File: src/rtl/cmp_pkg.sv
// Shared types and constants for the cascaded magnitude comparator.
package cmp_pkg;

  localparam int SLICE_W = 4;

  typedef struct packed {
    logic gt;
    logic lt;
    logic eq;
  } cmp_flags_t;

endpackage

File: src/rtl/comparator_4bit_slice.sv
// Combinational 4-bit unsigned compare slice, resolved MSB-first without subtraction.
module comparator_4bit_slice
  import cmp_pkg::*;
(
  input  logic [SLICE_W-1:0] a,
  input  logic [SLICE_W-1:0] b,
  output logic               gt,
  output logic               lt,
  output logic               eq
);

  logic [SLICE_W-1:0] gt_bit;
  logic [SLICE_W-1:0] lt_bit;
  logic [SLICE_W-1:0] eq_bit;

  assign gt_bit = a & ~b;
  assign lt_bit = ~a & b;
  assign eq_bit = ~(a ^ b);

  // A lower bit only matters while every more significant bit has matched.
  always_comb begin
    gt = 1'b0;
    lt = 1'b0;
    eq = 1'b1;
    for (int i = SLICE_W - 1; i >= 0; i--) begin
      gt = gt | (eq & gt_bit[i]);
      lt = lt | (eq & lt_bit[i]);
      eq = eq & eq_bit[i];
    end
  end

endmodule

File: src/rtl/comparator_8bit_d.sv
// Registered unsigned magnitude comparator: cascaded 4-bit slices feeding one output register.
module comparator_8bit_d
  import cmp_pkg::*;
#(
  parameter int WIDTH   = 8,
  parameter int SLICE_W = cmp_pkg::SLICE_W
) (
  input  logic             clk,
  input  logic             reset,
  input  logic [WIDTH-1:0] a,
  input  logic [WIDTH-1:0] b,
  output logic             greater,
  output logic             less,
  output logic             equal
);

  localparam int NSLICE = WIDTH / SLICE_W;

  cmp_flags_t slice_p0 [NSLICE];
  cmp_flags_t flags_p0;
  cmp_flags_t flags_p1;
  logic       vld_p1;

  for (genvar i = 0; i < NSLICE; i++) begin : g_slice
    comparator_4bit_slice u_slice (
      .a  (a[i*SLICE_W +: SLICE_W]),
      .b  (b[i*SLICE_W +: SLICE_W]),
      .gt (slice_p0[i].gt),
      .lt (slice_p0[i].lt),
      .eq (slice_p0[i].eq)
    );
  end

  always_comb begin
    flags_p0.gt = 1'b0;
    flags_p0.lt = 1'b0;
    flags_p0.eq = 1'b1;
    for (int i = NSLICE - 1; i >= 0; i--) begin
      flags_p0.gt = flags_p0.gt | (flags_p0.eq & slice_p0[i].gt);
      flags_p0.lt = flags_p0.lt | (flags_p0.eq & slice_p0[i].lt);
      flags_p0.eq = flags_p0.eq & slice_p0[i].eq;
    end
  end

  // p0 -> p1: output register; reset forces the all-zero "no result" state.
  always_ff @(posedge clk) begin
    if (reset) begin
      flags_p1 <= '0;
      vld_p1   <= 1'b0;
    end else begin
      flags_p1 <= flags_p0;
      vld_p1   <= 1'b1;
    end
  end

  assign greater = flags_p1.gt;
  assign less    = flags_p1.lt;
  assign equal   = flags_p1.eq;

  a_onehot : assert property (@(posedge clk) vld_p1 |-> $onehot({greater, less, equal}));

endmodule

File: config.mk
export PLATFORM = sky130hd
export DESIGN_NAME = comparator_8bit_d
export DESIGN_NICKNAME = d
export VERILOG_FILES = /design/src/rtl/cmp_pkg.sv /design/src/rtl/comparator_4bit_slice.sv /design/src/rtl/comparator_8bit_d.sv
export SDC_FILE = /design/constraint.sdc
export NUM_CORES = 1
export LEC_CHECK = 0
export ABC_AREA = 0
export BUFFER_PORTS_ARGS = -buffer_cell sky130_fd_sc_hd__buf_2
export CELL_PAD_IN_SITES_DETAIL_PLACEMENT = 0
export CELL_PAD_IN_SITES_GLOBAL_PLACEMENT = 1
export CORE_UTILIZATION = 31
export CTS_CLUSTER_DIAMETER = 200
export CTS_CLUSTER_SIZE = 28
export DETAILED_ROUTE_END_ITERATION = 8
export PLACE_DENSITY_LB_ADDON = 0.05
export SLEW_MARGIN = 0
export SYNTH_ARGS = -nofsm -noshare
export SYNTH_HDL_FRONTEND = slang
export SYNTH_SLANG_ARGS = --single-unit
File: constraint.sdc
create_clock -name clk -period 1.7 [get_ports clk]
set_input_delay 0.51 -clock clk [delete_from_list [all_inputs] [get_ports clk]]
set_output_delay 0.51 -clock clk [all_outputs]
set_load 0.05 [all_outputs]
==> results.yml <==
outcome:
  outcome: "finished clean"
grt:
  grt_pass1_vias: 361
  grt_max_degree: 8
  gr-total-overflow: 0
  grt_antenna_before_repair: 0
  grt_use_total: 0.1176
  grt_pass1_wl_mm: 1.276
placed_design:
  gp_congestion: 0.6691
  dp_hpwl_um: 710.4
  dpl-instance-area_um2: 579.3
  io_buffers: 20
clock_tree:
  htree_levels: 1
  cts-buffers-inserted: 3
  cts_buffer_depth: 2
  post_cts_resized: 0
  clockRootBuffer: "clkbuf_4"
  tritoncts: "yes"
  clk_pin_slew_ns: 0.04
  cts_setup_buffers: 0
  cts.sinks: 3
  holdBufCountCts: 0
finish:
  final_nets: 116
  area_delta_synth_final_pct: 31.52
  diodes: 0
  drive_above_1_share: 0.3333
  utilization: 0.4540
  design_area_um2: 605.6
synth:
  ys_async_sr_fraction: 0
  synthTopCellsByArea: "ha_1 (43%), dfxtp_1 (13%), inv_1 (13%), nand3_1 (6.5%), nand4_1 (5.4%)"
  yosysSeqAreaShare: 0.1304
  netlist_area_um2: 460.4
  ys.warnings.count: 0
  synth_edf_count: 0
  synth_top_cell_by_area: "ha_1"
  post_synth_num_cell_types: 11
  synth_cells: 57
  synth_seq_cells: 3
  syn-num-nets: 91
  avgSynthCellArea_um2: 8.078
  synth_ff_type: "dfxtp_1"
  synth_top_cell_area_share: 0.4348
  synthTopCellsByCount: "ha_1 (16), inv_1 (16), nand3_1 (6), a21oi_1 (4), nand4_1 (4)"
sta:
  whs_ns: 0.6219
  finalSetupTns_ns: 0
  rsz0062_at_grt: "no"
  fmax_mhz: 728.4
  worst_slew_pin_slew_ns: 0.2493
  min_period_ns: 1.373
  finalCritPeriodShare: 0.8076
  slew-limit-headroom: 0.8349
  maxSlewViolCount: 0
  final-hold-violation-count: 0
  final-setup-viol-count: 0
floorplan:
  initial_core_util: 0.3452
  coreArea_um2: 1334
  ioPinCount: 21
  die_width_um: 40.54
  die_h_um: 40.54
  rows: 13
  dieArea_um2: 1643
detailed_routing:
  wirelength_um: 798
  drt_iter0_markers: 5
  viasPerCell: 4.750
  drtAntennaViolNets: 0
  vias: 456
  drc_errors: 0
  avgRoutedWirePerCell_um: 8.313
  drtPass1Iterations: 4
worst_setup_path:
  worstSetupEndpointType: "flop"
  start_kind: "input pin"
  cp.arrival_ns: 1.50
  path_max_fanout: 7
  worstPathRequired_ns: 1.83
  critical_path_class: "in -> reg"
pwr:
  power.density_nw_per_um2: 530.1
  ir_drop_uv: 220.6
  leakagePower_nw: 0.3831
  finalPower_uw: 321.0
min_path:
  hp-class: "in -> reg"
flow_run:
  cap_violations: 0
## final cells by class
class / instances / area (µm²)
Clock buffer: 4 / 26.28
Fill cell: 137 / 728.2
Inverter: 16 / 60.06
Multi-Input combinational cell: 38 / 340.3
Sequential cell: 3 / 60.06
Tap cell: 15 / 18.77
Timing Repair Buffer: 20 / 100.1
## worst paths after layout
path	slack (ns)	endpoint	start	cells past startpoint
max	0.33	greater	a[7]	6
min	0.62	equal	b[0]	3
## flip-flops by register name, indices dropped and copies added, names as in the netlist
signal,cells
less,1
greater,1
equal,1
## metal layers
metal	global-route usage	up-vias	wire (µm)
met5	0	-	0
met4	0.05000	0	11
met3	0.05000	2	57
met2	0.1825	20	365
met1	0.1396	194	363
li1	-	240	-
## placed cells by master, fill, tap and decap left out
cell type | netlist | final
clkbuf_1 | 0 | 1
nand4_1 | 4 | 4
clkbuf_4 | 0 | 3
nor3b_2 | 1 | 1
and3_1 | 2 | 2
nand3_1 | 6 | 6
a21o_2 | 2 | 2
nand3_2 | 1 | 1
a21oi_1 | 4 | 4
buf_2 | 0 | 20
a31oi_1 | 2 | 2
inv_1 | 16 | 16
dfxtp_1 | 3 | 3
ha_1 | 16 | 16
## power by group
group          switching (mW)  leakage (nW)  internal, mW  total, mW
registers            0.000777        0.0247        0.0753     0.0760
logic                  0.0686         0.343        0.0498      0.118
clock network          0.0385        0.0150        0.0881      0.127
total                   0.108         0.383         0.213      0.321
## critical path: stages
cell and delay [ns]:
buf_2 0.09, inv_1 0.04, ha_1 0.38, a21oi_1 0.19
a31oi_1 0.11, a21o_2 0.19
## per-stage QoR
step                setup WS, ns  std cells
finish                    0.3271         96
global route              0.2745         96
CTS                       0.3304         96
detailed placement       0.07780         92
global placement         0.07629         92
floorplan                 0.2840         57
## kinds of logic (layout without fill, tap and decap cells)
logic type | count (synthesis) | after routing | synth area share
fa+ha+maj | 16 | 16 | 0.4348
flops | 3 | 3 | 0.1304
compound gates | 8 | 8 | 0.1087
simple gates | 14 | 14 | 0.1956
buf+inv | 16 | 40 | 0.1304
(Power assumes the default switching activity.)
